## config.mk

```make
export PLATFORM = sky130hd
export DESIGN_NAME = wb_initiator_flat
export DESIGN_NICKNAME = d
export VERILOG_FILES = /design/src/rtl/wb_initiator_if.sv /design/src/rtl/wb_initiator.sv /design/src/flat_wrapper.sv
export SDC_FILE = /design/constraint.sdc
export NUM_CORES = 1
export LEC_CHECK = 0
export ABC_AREA = 1
export BUFFER_PORTS_ARGS = -buffer_cell sky130_fd_sc_hd__buf_2
export CAP_MARGIN = 10
export CORE_MARGIN = 2
export CORE_UTILIZATION = 53
export CTS_CLUSTER_DIAMETER = 200
export DETAILED_ROUTE_END_ITERATION = 10
export GPL_TIMING_DRIVEN = 0
export PLACE_DENSITY = 0.84
export SYNTH_ARGS = -nofsm -noshare
export SYNTH_HDL_FRONTEND = slang
export SYNTH_SLANG_ARGS = --single-unit
```

## constraint.sdc

```tcl
create_clock -name sys_clk -period 3.6 [get_ports sys_clk]
set_input_delay 0.18 -clock sys_clk [delete_from_list [all_inputs] [get_ports sys_clk]]
set_output_delay 0.18 -clock sys_clk [all_outputs]
set_load 0.03 [all_outputs]
```

## src/rtl/wb_initiator_if.sv

```systemverilog
// Wishbone classic-cycle signal bundle between the load/store initiator and its responders.
// The master modport belongs to the initiator and the slave modport belongs to the responder.
interface wb_initiator_if;
  logic [29:0] adr_o;
  logic [31:0] dat_o;
  logic [31:0] dat_i;
  logic [3:0]  sel_o;
  logic        cyc_o;
  logic        stb_o;
  logic        we_o;
  logic        ack_i;

  modport master (
    output adr_o,
    output dat_o,
    output sel_o,
    output cyc_o,
    output stb_o,
    output we_o,
    input  dat_i,
    input  ack_i
  );

  modport slave (
    input  adr_o,
    input  dat_o,
    input  sel_o,
    input  cyc_o,
    input  stb_o,
    input  we_o,
    output dat_i,
    output ack_i
  );
endinterface

```

## src/rtl/wb_initiator.sv

```systemverilog
// Single-beat Wishbone classic initiator for core load/store requests (byte/half/word lanes).
// Optional bus timeout is enabled by defining WB_INITIATOR_TIMEOUT_EN (uses TIMEOUT_CYCLES).
module wb_initiator #(
  parameter int unsigned TIMEOUT_CYCLES = 32'd256
) (
  input  logic          sys_clk,
  input  logic          sys_rst_n,
  input  logic          req_valid,
  output logic          req_ready,
  input  logic [31:0]   req_addr,
  input  logic          req_we,
  input  logic [1:0]    req_size,
  input  logic          req_unsigned,
  input  logic [31:0]   req_wdata,
  output logic          resp_valid,
  input  logic          resp_ready,
  output logic [31:0]   resp_rdata,
  output logic          resp_err,
  wb_initiator_if.master wb
);

  if ((TIMEOUT_CYCLES < 32'd2) || (TIMEOUT_CYCLES > 32'd65535)) begin : g_bad_timeout
    $error("wb_initiator: TIMEOUT_CYCLES must lie in 2..65535");
  end

  typedef enum logic [1:0] {
    ST_IDLE = 2'd0,
    ST_BUS  = 2'd1,
    ST_RESP = 2'd2
  } state_t;

  localparam logic [1:0] SZ_BYTE = 2'b00;
  localparam logic [1:0] SZ_HALF = 2'b01;
  localparam logic [1:0] SZ_WORD = 2'b10;

  // Size 11 is illegal; halves need an even address, words a word-aligned one.
  function automatic logic f_misaligned(input logic [1:0] size, input logic [1:0] off);
    logic bad;
    case (size)
      SZ_BYTE: bad = 1'b0;
      SZ_HALF: bad = off[0];
      SZ_WORD: bad = (off != 2'b00);
      default: bad = 1'b1;
    endcase
    return bad;
  endfunction

  function automatic logic [3:0] f_sel(input logic [1:0] size, input logic [1:0] off);
    logic [3:0] sel;
    case (size)
      SZ_BYTE: sel = 4'b0001 << off;
      SZ_HALF: sel = 4'b0011 << off;
      default: sel = 4'b1111;
    endcase
    return sel;
  endfunction

  // Replicate the right-aligned store data across every lane so sel alone picks the target.
  function automatic logic [31:0] f_wdata(input logic [1:0] size, input logic [31:0] wdata);
    logic [31:0] dat;
    case (size)
      SZ_BYTE: dat = {4{wdata[7:0]}};
      SZ_HALF: dat = {2{wdata[15:0]}};
      default: dat = wdata;
    endcase
    return dat;
  endfunction

  function automatic logic [31:0] f_load(input logic [31:0] dat, input logic [1:0] size,
                                         input logic [1:0] off, input logic uns);
    logic [7:0]  b;
    logic [15:0] h;
    logic [31:0] res;
    case (off)
      2'd0:    b = dat[7:0];
      2'd1:    b = dat[15:8];
      2'd2:    b = dat[23:16];
      default: b = dat[31:24];
    endcase
    h = off[1] ? dat[31:16] : dat[15:0];
    case (size)
      SZ_BYTE: res = uns ? {24'd0, b} : {{24{b[7]}}, b};
      SZ_HALF: res = uns ? {16'd0, h} : {{16{h[15]}}, h};
      default: res = dat;
    endcase
    return res;
  endfunction

  state_t      state_r;
  logic        resp_valid_r;
  logic        resp_err_r;
  logic [31:0] resp_rdata_r;
  logic [29:0] adr_r;
  logic [31:0] dat_r;
  logic [3:0]  sel_r;
  logic        cyc_r;
  logic        stb_r;
  logic        we_r;
  logic [1:0]  size_r;
  logic [1:0]  off_r;
  logic        uns_r;
  logic        req_fire_s;
  logic        misalign_s;

`ifdef WB_INITIATOR_TIMEOUT_EN
  localparam logic [15:0] TMO_LAST_C = 16'(TIMEOUT_CYCLES - 32'd1);
  logic [15:0] timer_r;
`endif

  assign req_ready  = (state_r == ST_IDLE);
  assign req_fire_s = req_valid & req_ready;
  assign misalign_s = f_misaligned(req_size, req_addr[1:0]);

  assign resp_valid = resp_valid_r;
  assign resp_err   = resp_err_r;
  assign resp_rdata = resp_rdata_r;
  assign wb.adr_o   = adr_r;
  assign wb.dat_o   = dat_r;
  assign wb.sel_o   = sel_r;
  assign wb.cyc_o   = cyc_r;
  assign wb.stb_o   = stb_r;
  assign wb.we_o    = we_r;

  // Request/bus/response sequencer with all outputs registered.
  always_ff @(posedge sys_clk or negedge sys_rst_n) begin
    if (!sys_rst_n) begin
      state_r      <= ST_IDLE;
      resp_valid_r <= 1'b0;
      resp_err_r   <= 1'b0;
      resp_rdata_r <= 32'd0;
      adr_r        <= 30'd0;
      dat_r        <= 32'd0;
      sel_r        <= 4'd0;
      cyc_r        <= 1'b0;
      stb_r        <= 1'b0;
      we_r         <= 1'b0;
      size_r       <= 2'd0;
      off_r        <= 2'd0;
      uns_r        <= 1'b0;
`ifdef WB_INITIATOR_TIMEOUT_EN
      timer_r      <= 16'd0;
`endif
    end else begin
      case (state_r)
        ST_IDLE: begin
          if (req_fire_s) begin
            if (misalign_s) begin
              resp_valid_r <= 1'b1;
              resp_err_r   <= 1'b1;
              resp_rdata_r <= 32'd0;
              state_r      <= ST_RESP;
            end else begin
              cyc_r   <= 1'b1;
              stb_r   <= 1'b1;
              we_r    <= req_we;
              adr_r   <= req_addr[31:2];
              sel_r   <= f_sel(req_size, req_addr[1:0]);
              dat_r   <= f_wdata(req_size, req_wdata);
              size_r  <= req_size;
              off_r   <= req_addr[1:0];
              uns_r   <= req_unsigned;
`ifdef WB_INITIATOR_TIMEOUT_EN
              timer_r <= 16'd0;
`endif
              state_r <= ST_BUS;
            end
          end else begin
            state_r <= ST_IDLE;
          end
        end
        ST_BUS: begin
          // stb must fall right after ack, since the responder keeps ack up while stb is high.
          if (wb.ack_i) begin
            cyc_r        <= 1'b0;
            stb_r        <= 1'b0;
            we_r         <= 1'b0;
            sel_r        <= 4'd0;
            resp_rdata_r <= we_r ? 32'd0 : f_load(wb.dat_i, size_r, off_r, uns_r);
            resp_err_r   <= 1'b0;
            resp_valid_r <= 1'b1;
            state_r      <= ST_RESP;
`ifdef WB_INITIATOR_TIMEOUT_EN
          end else if (timer_r == TMO_LAST_C) begin
            cyc_r        <= 1'b0;
            stb_r        <= 1'b0;
            we_r         <= 1'b0;
            sel_r        <= 4'd0;
            resp_rdata_r <= 32'd0;
            resp_err_r   <= 1'b1;
            resp_valid_r <= 1'b1;
            state_r      <= ST_RESP;
          end else begin
            timer_r <= timer_r + 16'd1;
          end
`else
          end else begin
            state_r <= ST_BUS;
          end
`endif
        end
        ST_RESP: begin
          if (resp_ready) begin
            resp_valid_r <= 1'b0;
            resp_err_r   <= 1'b0;
            state_r      <= ST_IDLE;
          end else begin
            state_r <= ST_RESP;
          end
        end
        default: begin
          cyc_r        <= 1'b0;
          stb_r        <= 1'b0;
          resp_valid_r <= 1'b0;
          resp_err_r   <= 1'b0;
          state_r      <= ST_IDLE;
        end
      endcase
    end
  end

endmodule
```

## src/flat_wrapper.sv

```systemverilog
// flat-port wrapper written by rule: the top's interface ports become plain ports
module wb_initiator_flat 
#(
  parameter int unsigned TIMEOUT_CYCLES = 32'd256
)
  (sys_clk, sys_rst_n, req_valid, req_ready, req_addr, req_we, req_size, req_unsigned, req_wdata, resp_valid, resp_ready, resp_rdata, resp_err, wb_adr_o, wb_dat_o, wb_sel_o, wb_cyc_o, wb_stb_o, wb_we_o, wb_dat_i, wb_ack_i);
  wb_initiator_if wb_i ();
  input  logic sys_clk;
  input  logic sys_rst_n;
  input  logic req_valid;
  output logic req_ready;
  input  logic [31:0] req_addr;
  input  logic req_we;
  input  logic [1:0] req_size;
  input  logic req_unsigned;
  input  logic [31:0] req_wdata;
  output logic resp_valid;
  input  logic resp_ready;
  output logic [31:0] resp_rdata;
  output logic resp_err;
  output wire logic [$bits(wb_i.adr_o)-1:0] wb_adr_o;
  output wire logic [$bits(wb_i.dat_o)-1:0] wb_dat_o;
  output wire logic [$bits(wb_i.sel_o)-1:0] wb_sel_o;
  output wire logic [$bits(wb_i.cyc_o)-1:0] wb_cyc_o;
  output wire logic [$bits(wb_i.stb_o)-1:0] wb_stb_o;
  output wire logic [$bits(wb_i.we_o)-1:0] wb_we_o;
  input wire logic [$bits(wb_i.dat_i)-1:0] wb_dat_i;
  input wire logic [$bits(wb_i.ack_i)-1:0] wb_ack_i;
  assign wb_adr_o = wb_i.adr_o;
  assign wb_dat_o = wb_i.dat_o;
  assign wb_sel_o = wb_i.sel_o;
  assign wb_cyc_o = wb_i.cyc_o;
  assign wb_stb_o = wb_i.stb_o;
  assign wb_we_o = wb_i.we_o;
  assign wb_i.dat_i = wb_dat_i;
  assign wb_i.ack_i = wb_ack_i;
  wb_initiator #(.TIMEOUT_CYCLES(TIMEOUT_CYCLES)) u_core (.sys_clk(sys_clk), .sys_rst_n(sys_rst_n), .req_valid(req_valid), .req_ready(req_ready), .req_addr(req_addr), .req_we(req_we), .req_size(req_size), .req_unsigned(req_unsigned), .req_wdata(req_wdata), .resp_valid(resp_valid), .resp_ready(resp_ready), .resp_rdata(resp_rdata), .resp_err(resp_err), .wb(wb_i));
endmodule
```

# Word-level counts from Yosys, hierarchy flattened

Cells that the tools add are included.

Input bits: 105
Bits in registers: 109
Output and inout port bits: 104

Reduce and logical (&&, ||, !) cells: 11
Multiplexer cells: 35
Eq/ne operators: 12
Shifts and indexed selects: 2
Bitwise operators: 3

Operators with widths:

| operator            | count |
|---|---|
| $mux 32             | 6 |
| $pmux 32 s2         | 3 |
| $pmux 8 s3          | 1 |
| $mux 16             | 1 |
| $pmux 4 s2          | 2 |
| $reduce_and 4->1    | 4 |
| $mux 4              | 3 |
| $pmux 1 s3          | 4 |
| $ne 2x2->1 const B  | 5 |
| $mux 1              | 9 |
| $eq 2x1->1 const B  | 4 |
| $logic_not 2->1     | 4 |
| $mux 2              | 4 |
| $eq 2x2->1 const B  | 3 |
| $pmux 2 s3          | 1 |
| $reduce_bool 2->1   | 2 |
| $shl 1x2->4 const A | 1 |
| $shl 2x2->4 const A | 1 |
| $reduce_and 3->1    | 1 |
| $not 1->1           | 2 |
| $pmux 1 s2          | 1 |
| $and 1x1->1         | 1 |

# Depth between registers and ports, before layout

Gate-level depths: netlist of run 1.

Depth in word-level cells: 7
Depth in mapped cells: 10
Mapped depth without buffers: 9

# Worst setup path before layout of run 1

No wires, ideal clock.

Path kind: reg2reg
From: register u_core.state_r[0]
To: register u_core.adr_r[0] (netlist: u_core.wb.adr_o[0])
Path buffers: 2
Cell stages (with the launch flop): 9
Setup time: 0.118 ns
Data arrival time: 1.444 ns
Path slack: 2.038 ns
Required time: 3.482 ns
Clock period less this slack: 1.562 ns
Path through: dfrtp_1 -> nor2_4 -> nand2_1 -> nor2_4 -> inv_2 -> buf_4 -> buf_4 -> nand2_1 -> nand2_1

Cells in the longest elaborated chain, start to end: 3

RTL lines:

| what                                | RTL line            | RTL |
|---|---|---|
| from (decl)                         | wb_initiator.sv:89  | `state_t state_r;` |
| from (signal assigned)              | wb_initiator.sv:127 | `state_r <= ST_IDLE;` |
| from (signal assigned)              | wb_initiator.sv:151 | `state_r <= ST_RESP;` |
| from (signal assigned)              | wb_initiator.sv:165 | `state_r <= ST_BUS;` |
| $logic_not 2->1 *                   | wb_initiator.sv:110 | `assign req_ready = (state_r == ST_IDLE);` |
| named net req_ready                 | flat_wrapper.sv:11  | `output logic req_ready;` |
| $and 1x1->1                         | wb_initiator.sv:111 | `assign req_fire_s = req_valid & req_ready;` |
| $reduce_and 3->1 (no source line) * | n/a                 |  |
| to (signal assigned)                | wb_initiator.sv:156 | `adr_r <= req_addr[31:2];` |
| to (decl)                           | wb_initiator.sv:93  | `logic [29:0] adr_r;` |

Mark *: on every way through the listed nets, which the timed path passes. The rest lies on a longest branch.
A chain may end at the register's enable or synchronous reset.

# Final worst setup path of run 1

From: register u_core.state_r[0]
To: register u_core.adr_r[0] (netlist: u_core.wb.adr_o[0])

Cells in the longest elaborated chain, start to end: 3

RTL lines:

| what                                | RTL line |
|---|---|
| $logic_not 2->1 *                   | wb_initiator.sv:110, wb_initiator.sv:144 |
| $and 1x1->1                         | wb_initiator.sv:111 |
| $reduce_and 3->1 (no source line) * | n/a |

Every way passes the cells marked *; elsewhere a longest branch is shown, timed or not.

==> summary.log, run 1 <==
INFO  clock_tree     numCtsBuffers=9
INFO  global_routing grt_pass1_vias=5165
INFO  die            die-area=10600squm
INFO  yosys          synth-async-reset-ratio=100%
INFO  die            core-area=9640squm
INFO  timing         max_freq=595MHz
INFO  yosys          post_synth_fa_ha_maj_area_fraction=0%
INFO  die            die_height=103microns
INFO  yosys          yosys-mux-area-fraction=0%
INFO  worst_setup_path critical_path_arrival=1.98ns
INFO  pwr            power.static_leakage=4.03nW
INFO  timing         normalized_max_slew_margin=46.0%
INFO  route          detail_route.drc_violations=0
INFO  timing         count_of_endpoints_failing_setup_in_the_final_report=0
INFO  route          detailedRoute.firstIterationViolations=278
INFO  timing         layout_setup_ws=1.92ns
INFO  clock_tree     maximum_number_of_buffers_from_clock_root_to_sink=2
INFO  yosys          post_synth_main_area_contributors=sky130_fd_sc_hd__dfrtp_1, sky130_fd_sc_hd__nand2_1, sky130_fd_sc_hd__o21ai_0
INFO  timing         timing.final.hold_violations=0
INFO  worst_hold_path hold_path.class=in2reg
INFO  clock_tree     cts_htree_levels=3
INFO  yosys          synthSimpleGateAreaFrac=32.7%
INFO  worst_setup_path worst-setup-path-type=reg2reg
INFO  run_status     outcome=finished, final reports clean
INFO  yosys          synth.cell_area=5210squm
INFO  cells_and_area layout-area-overhead-vs-synth=29.9%
INFO  timing         fin_worst_skew=0.0153ns
INFO  timing         rsz0062_at_grt=false
INFO  timing         period_minus_slack=1.68ns
INFO  yosys          avg_inst_size_synth=7.49squm
INFO  place          preCtsSetupSlack=1.94ns
INFO  die            chipWidth=103microns
INFO  worst_setup_path required=3.90ns
INFO  timing         final_max_slew_viol_count=0
INFO  place          finalWeightedCongestion=0.929
INFO  yosys          post_synth_num_cell_types=24
INFO  route          ant_nets=0
INFO  pwr            cellPowerDensity=864nW/um^2
INFO  pwr            peak_ir_drop_on_the_vdd_network=550uV
INFO  worst_setup_path setup.worst_path.start_class=flop
INFO  clock_tree     clk_root_buffer_cell=sky130_fd_sc_hd__clkbuf_8
INFO  clock_tree     tritoncts=built
INFO  die            initial_utilization=54.1%
INFO  cells_and_area post_layout_net_count=1032
INFO  worst_setup_path path_common_cell=sky130_fd_sc_hd__nand2_1
INFO  yosys          synthDominantCellAreaShare=52.3%
INFO  clock_tree     postCtsSetupRepairBufs=0
INFO  yosys          yosys-top-cells-count=sky130_fd_sc_hd__nand2_1, sky130_fd_sc_hd__dfrtp_1, sky130_fd_sc_hd__nor2_1, sky130_fd_sc_hd__o21ai_0, sky130_fd_sc_hd__inv_1
INFO  yosys          postSynthNetCount=801
INFO  cells_and_area layout-drive-gt1-share=27.9%
INFO  worst_setup_path crit_path_max_incr_delay=0.44ns
INFO  worst_setup_path critPathCaptureType=flop
INFO  die            top_level_ports=209
INFO  yosys          synth_top_cell_by_area=sky130_fd_sc_hd__dfrtp_1
INFO  cells_and_area antennaDiodeCount=0
INFO  worst_setup_path critPathMaxFanout=10
INFO  yosys          yosysWarnings=0
INFO  yosys          synth-main-ff-cell=sky130_fd_sc_hd__dfrtp_1
INFO  yosys          synth-seq-cells=109
INFO  worst_setup_path critical_path.cell_chain=nor2_4 -> nand2_1 -> nor2_4 -> clkbuf_1 -> nand2_1 -> nand2_1
INFO  worst_setup_path slowest_stage=sky130_fd_sc_hd__dfrtp_1
INFO  flow_run       maxCapViolCount=0
INFO  global_routing groute.usage.overall=29.4%
INFO  global_routing largest_net_degree_at_the_start_of_global_routing=65
INFO  route          number_of_vias_per_cell=5.07
INFO  yosys          synth_compound_gate_area_share=8.48%
INFO  global_routing grt-ovfl-total=0
INFO  timing         post-route-period-util=46.7%
INFO  yosys          dominant_combinational_cell_family_by_area_after_synthesis=simple AND/OR/NAND/NOR gates
INFO  yosys          number_of_enable_type_register_cells_in_the_synthesized_netlist=0
INFO  route          drt-total-wl=15.1mm
INFO  clock_tree     clock-sinks=109
INFO  timing         worst_slew_pin_slew=0.810ns
INFO  yosys          synth_xor_xnor_area_share=0%
INFO  route          dr_total_vias=5397
INFO  place          io_buffers=207
INFO  clock_tree     clk-insertion-delay-late=0.37ns
INFO  yosys          synthesis.instances=696
INFO  route          drt_pre_antenna_iters=5
INFO  route          routed_length_per_placed_instance=14.2microns
INFO  global_routing global_route_wire_length_before_repair=24.2mm
INFO  place          hpwlAfterDp=11.5mm
INFO  clock_tree     clkTransAtPathRegs=0.11ns
INFO  timing         setup_total_negative_slack=0ns
INFO  yosys          synth_seq_area_share=52.3%
INFO  die            std_cell_rows=36
INFO  global_routing number_of_antenna_violations_at_the_first_check_in_global_routing=0
INFO  yosys          synth.most_common_cell=sky130_fd_sc_hd__nand2_1
## worst max-delay path, delay by kind of cell, from the launching register on
family / cells / cell delay (ns)
AND/OR/NAND/NOR: 5 / 0.75
flip-flops: 1 / 0.44
buffers and inverters: 1 / 0.44
## path summary, 6_finish.rpt
check                                    start              endpoint  slack [ns]  cells after the start
max                          u_core.state_r[0]    u_core.wb.adr_o[0]        1.92                      6
min                               req_addr[29]   u_core.wb.adr_o[27]       0.007                      3
max reg2reg                  u_core.state_r[0]    u_core.wb.adr_o[0]        1.92                      6
min reg2reg                u_core.wb.adr_o[11]   u_core.wb.adr_o[11]        0.48                      2
max in group asynchronous            sys_rst_n   u_core.wb.adr_o[16]        2.46                      3
min in group asynchronous            sys_rst_n  u_core.resp_rdata[6]        0.43                      2
## cell type report
| class | count | area, sq um |
|---|---|---|
| multi-input cells | 515 | 2140 |
| plain buffers | 34 | 191 |
| inverters | 38 | 148 |
| flip-flops and latches | 109 | 2730 |
| well taps | 133 | 166 |
| fillers | 839 | 2870 |
| clock buffers | 10 | 138 |
| repair buffers | 220 | 1190 |
| clock inverters | 6 | 68.8 |
## logic make-up (layout without fill, tap and decap cells)
family	Yosys count	count (layout)
DFF	109	109
AOI/OAI and AO/OA	87	87
buffers and inverters	72	308
and+or+nand+nor	428	428
## what timing repair did
action | CTS | global route
hold buffers | 11 | 1
hold endpoints to repair | 73 | 1
resized for setup | 0 | 0
## cells in the final DEF, fill, tap and decap left out
master and n:
sky130_fd_sc_hd__nand2_2 2, sky130_fd_sc_hd__buf_6 2, sky130_fd_sc_hd__nor2_4 2, sky130_fd_sc_hd__nand3_1 22, sky130_fd_sc_hd__buf_16 1, sky130_fd_sc_hd__inv_1 35, sky130_fd_sc_hd__inv_2 2, sky130_fd_sc_hd__inv_6 3
sky130_fd_sc_hd__or2_2 2, sky130_fd_sc_hd__clkinv_2 1, sky130_fd_sc_hd__nand3b_1 3, sky130_fd_sc_hd__o21ai_1 15, sky130_fd_sc_hd__a21oi_1 17, sky130_fd_sc_hd__bufinv_16 1, sky130_fd_sc_hd__dlygate4sd3_1 12, sky130_fd_sc_hd__clkbuf_1 9
sky130_fd_sc_hd__nand2_1 325, sky130_fd_sc_hd__or2_1 5, sky130_fd_sc_hd__nand3_4 1, sky130_fd_sc_hd__buf_4 9, sky130_fd_sc_hd__dfrtp_1 109, sky130_fd_sc_hd__nor2_1 65, sky130_fd_sc_hd__o22ai_1 1, sky130_fd_sc_hd__clkbuf_8 10
sky130_fd_sc_hd__clkinv_4 1, sky130_fd_sc_hd__clkinvlp_4 1, sky130_fd_sc_hd__o21ai_0 52, sky130_fd_sc_hd__buf_2 221, sky130_fd_sc_hd__o21a_1 1, sky130_fd_sc_hd__nand3_2 1, sky130_fd_sc_hd__a21boi_0 1
## flip-flops by register name, summed over array words and instances, names as in the netlist
register / count
u_core.off_r: 2
u_core.resp_err: 1
u_core.resp_rdata: 32
u_core.resp_valid: 1
u_core.size_r: 2
u_core.state_r: 2
u_core.uns_r: 1
u_core.wb.adr_o: 30
u_core.wb.cyc_o: 1
u_core.wb.dat_o: 32
u_core.wb.sel_o: 4
u_core.wb.we_o: 1
## metrics by stage
stage	instance area (sq um)	hold WS, ns	power, mW	instances	util [%]
finish	6770	0.00670	5.85	1065	70.2
detailed placement	6440	0.324	5.07	1037	66.8
CTS	6760	0.000390	5.85	1064	70.1
global placement	6410	0.380	5.00	1036	66.5
floorplan	5210	-0.116	4.11	696	-
global route	6770	0.000750	6.27	1065	70.2
## report_power, final
| part | total [mW] | switching, mW | internal (mW) |
|---|---|---|---|
| Clock | 0.777 | 0.431 | 0.346 |
| Combinational | 3.06 | 2.18 | 0.881 |
| Sequential | 2.01 | 0.284 | 1.73 |
## metal layers
metal,part of all wire (%),GRT usage (%)
met5,0,0
met4,3.1,11.8
met3,8.8,6.98
met2,48,48.8
met1,40,37.3
No activity file was read; power rests on OpenSTA's default activity.
==> inputs of run 2 (changes only) <==
--- a/config.mk
+++ b/config.mk
@@ -5,15 +5,15 @@
 export SDC_FILE = /design/constraint.sdc
 export NUM_CORES = 1
 export LEC_CHECK = 0
-export ABC_AREA = 1
+export ABC_AREA = 0
 export BUFFER_PORTS_ARGS = -buffer_cell sky130_fd_sc_hd__buf_2
 export CAP_MARGIN = 10
 export CORE_MARGIN = 2
-export CORE_UTILIZATION = 53
+export CORE_UTILIZATION = 48
 export CTS_CLUSTER_DIAMETER = 200
 export DETAILED_ROUTE_END_ITERATION = 10
 export GPL_TIMING_DRIVEN = 0
-export PLACE_DENSITY = 0.84
+export PLACE_DENSITY = 0.78
 export SYNTH_ARGS = -nofsm -noshare
 export SYNTH_HDL_FRONTEND = slang
 export SYNTH_SLANG_ARGS = --single-unit
==> constraint.sdc (replaced) <==
create_clock -name sys_clk -period 1.7 [get_ports sys_clk]
set_input_delay 0.085 -clock sys_clk [delete_from_list [all_inputs] [get_ports sys_clk]]
set_output_delay 0.085 -clock sys_clk [all_outputs]
set_load 0.03 [all_outputs]
==> summary.log, run 2 <==
INFO  yosys          synthDominantCellAreaShare=53.5%
INFO  pwr            power_frac_clock=12.0%
INFO  clock_tree     clk_root_buffer_cell=sky130_fd_sc_hd__clkbuf_8
INFO  global_routing grt_pass1_vias=4962
INFO  cells_and_area layout.cells.most_common=sky130_fd_sc_hd__buf_2
INFO  worst_hold_path hold_path.class=in2reg
INFO  pwr            power.static_leakage=3.63nW
INFO  pwr            peak_ir_drop_on_the_vdd_network=1230uV
INFO  cells_and_area finalInstanceArea=7260squm
INFO  worst_setup_path critical_path_arrival=1.95ns
INFO  timing         layout_setup_ws=0.0171ns
INFO  cells_and_area layout-drive-gt1-share=45.3%
INFO  timing         max_freq=594MHz
INFO  route          drt_pre_antenna_iters=5
INFO  pwr            netSwitchingFraction=46.9%
INFO  place          io_buffers=207
INFO  global_routing global_route_wire_length_before_repair=24.6mm
INFO  yosys          yosys-top-cells-count=sky130_fd_sc_hd__dfrtp_1, sky130_fd_sc_hd__mux2_2, sky130_fd_sc_hd__o21ai_0, sky130_fd_sc_hd__mux2i_1, sky130_fd_sc_hd__nand2_1
INFO  pwr            internal_power=7.04mW
INFO  route          drt-total-wl=15.8mm
INFO  route          number_of_vias_per_cell=5.44
INFO  clock_tree     numCtsBuffers=9
INFO  yosys          avg_inst_size_synth=11.7squm
INFO  pwr            cellPowerDensity=1830nW/um^2
INFO  die            initial_utilization=49.4%
INFO  timing         fin_worst_skew=0.0117ns
INFO  yosys          post_synth_num_cell_types=39
INFO  yosys          yosysWarnings=0
INFO  place          detailed_place.area=6350squm
INFO  die            chipWidth=107microns
INFO  global_routing groute.usage.overall=27.6%
INFO  timing         timing.final.hold_violations=0
INFO  timing         post-route-period-util=99.0%
INFO  cells_and_area most-common-layout-cells=sky130_fd_sc_hd__buf_2, sky130_fd_sc_hd__dfrtp_1, sky130_fd_sc_hd__dlygate4sd3_1
INFO  yosys          synth_seq_area_share=53.5%
INFO  yosys          synth-async-reset-ratio=100%
INFO  clock_tree     clkTransAtPathRegs=0.10ns
INFO  route          routed_length_per_placed_instance=18.4microns
INFO  yosys          synth.cell_area=5100squm
INFO  pwr            power.share.sequential=34.6%
INFO  run_status     outcome=finished, final reports clean
INFO  timing         worst_slew_pin_slew=0.995ns
INFO  timing         period_minus_slack=1.68ns
INFO  worst_setup_path required=1.96ns
INFO  worst_setup_path crit_path_max_incr_delay=0.45ns
INFO  place          hpwlAfterDp=10.8mm
INFO  yosys          number_of_enable_type_register_cells_in_the_synthesized_netlist=0
INFO  worst_setup_path critPathCaptureType=flop
INFO  yosys          synth_top_cell_by_area=sky130_fd_sc_hd__dfrtp_1
INFO  route          dr_total_vias=4694
INFO  global_routing largest_net_degree_at_the_start_of_global_routing=63
INFO  cells_and_area post_layout_net_count=827
INFO  route          detail_route.drc_violations=0
INFO  timing         normalized_max_slew_margin=33.4%
INFO  die            core-area=10300squm
INFO  yosys          postSynthNetCount=540
INFO  worst_setup_path worst-setup-path-type=reg2reg
INFO  worst_setup_path critical_path.cell_chain=mux2_4 -> a22oi_4 -> a2111oi_4 -> buf_6 -> a221o_2
INFO  timing         final_max_slew_viol_count=0
INFO  die            top_level_ports=209
INFO  timing         holdWs=0.00292ns
INFO  global_routing number_of_antenna_violations_at_the_first_check_in_global_routing=0
INFO  clock_tree     cts_htree_levels=3
INFO  yosys          synth.most_common_cell=sky130_fd_sc_hd__dfrtp_1
INFO  clock_tree     clock-sinks=109
INFO  yosys          synth-seq-cells=109
INFO  clock_tree     maximum_number_of_buffers_from_clock_root_to_sink=2
INFO  worst_setup_path critPathMaxFanout=10
INFO  route          ant_nets=0
INFO  cells_and_area layout-area-overhead-vs-synth=42.2%
INFO  route          detailedRoute.firstIterationViolations=234
INFO  place          finalWeightedCongestion=0.831
INFO  flow_run       maxCapViolCount=0
INFO  global_routing grt-ovfl-total=0
INFO  clock_tree     clk-insertion-delay-late=0.38ns
INFO  cells_and_area antennaDiodeCount=0
INFO  cells_and_area final_core_utilization=70.3%
INFO  place          preCtsSetupSlack=-0.222ns
INFO  pwr            power.share.combinational=53.4%
INFO  die            die_height=107microns
INFO  worst_setup_path slowest_stage=sky130_fd_sc_hd__dfrtp_2
INFO  die            die-area=11500squm
INFO  yosys          post_synth_main_area_contributors=sky130_fd_sc_hd__dfrtp_1, sky130_fd_sc_hd__mux2_2, sky130_fd_sc_hd__mux2i_1
INFO  clock_tree     tritoncts=built
INFO  yosys          synth-main-ff-cell=sky130_fd_sc_hd__dfrtp_1
INFO  die            std_cell_rows=37
INFO  yosys          synthesis.instances=435
INFO  timing         count_of_endpoints_failing_setup_in_the_final_report=0
INFO  worst_setup_path setup.worst_path.start_class=flop
INFO  timing         rsz0062_at_grt=true
INFO  pwr            power.switching=6.23mW
run 2: changes by cell type after synthesis, sizes merged, moves of 19 or more:
cell	before	now
inv	38	5
mux2	0	53
mux2i	0	31
nand2	327	28
nand3	24	5
nor2	67	23
o21ai	67	46
run 2: path summary, 6_finish.rpt:
kind / startpoint / endpoint / slack, ns / cells after the start
setup / recovery: u_core.off_r[0] / u_core.resp_rdata[28] / 0.02 / 5
hold / removal: req_wdata[25] / u_core.wb.dat_o[25] / 0.003 / 3
setup reg to reg: u_core.off_r[0] / u_core.resp_rdata[28] / 0.02 / 5
hold reg to reg: u_core.wb.dat_o[27] / u_core.wb.dat_o[27] / 0.49 / 2
max in group asynchronous: sys_rst_n / u_core.wb.dat_o[0] / 0.72 / 3
min in group asynchronous: sys_rst_n / u_core.resp_rdata[18] / 0.26 / 2
run 2: repair_timing:
action                                 in CTS  in global routing
endpoints found under the hold margin     109                  0
gates cloned                                0                  0
pin swaps                                   2                  2
setup endpoints to repair                  55                 57
hold buffers                               63                  0
resized for setup                           8                 11
setup buffers                               4                  3
run 2: cells by family after synthesis:
family | Yosys count | synth area share [%]
AOI/OAI and AO/OA | 114 | 15.9
muxes | 84 | 17.8
buffers and inverters | 39 | 4.17
DFF | 109 | 53.5
and+or+nand+nor | 89 | 8.68
run 2: area by class of cell:
class	instances	area, sq um
fill	739	3070
sequential	109	2730
multi-input combinational	287	2190
timing repair buffer	278	1750
buffer	32	204
tap	136	170
clock buffer	12	145
clock inverter	4	47.5
inverter	5	18.8
run 2: metrics by stage:
stage               TNS (ns)  total power [mW]  cells
finish                     0              13.3    863
global route          -0.408              13.9    863
CTS                 -0.00302              13.1    860
detailed placement     -3.86              11.3    779
global placement      -71.81              11.1    778
floorplan            -0.0657              9.15    435
run 2: critical path, delay by kind of cell, from the launching register on:
family	cells	cell delay, ns
multiplexers	1	0.32
AO/OA/AOI/OAI	3	0.63
flip-flops	1	0.45
buffers and inverters	1	0.17
run 2: power groups by stage:
stage,registers [mW],logic (mW),clock network (mW)
after floorplan,6.83,2.32,0
after global placement,4.50,6.62,0
after detailed placement,4.58,6.75,0
after CTS,4.54,6.96,1.62
after global routing,4.72,7.49,1.71
final,4.59,7.09,1.59
run 2: per-layer routing:
metal	up-vias	share of wire [%]	global-route usage (%)
li1	2144	-	-
met1	2291	39	32.0
met2	223	50	48.2
met3	36	7.5	6.81
met4	0	2.8	12.2
met5	-	0	0
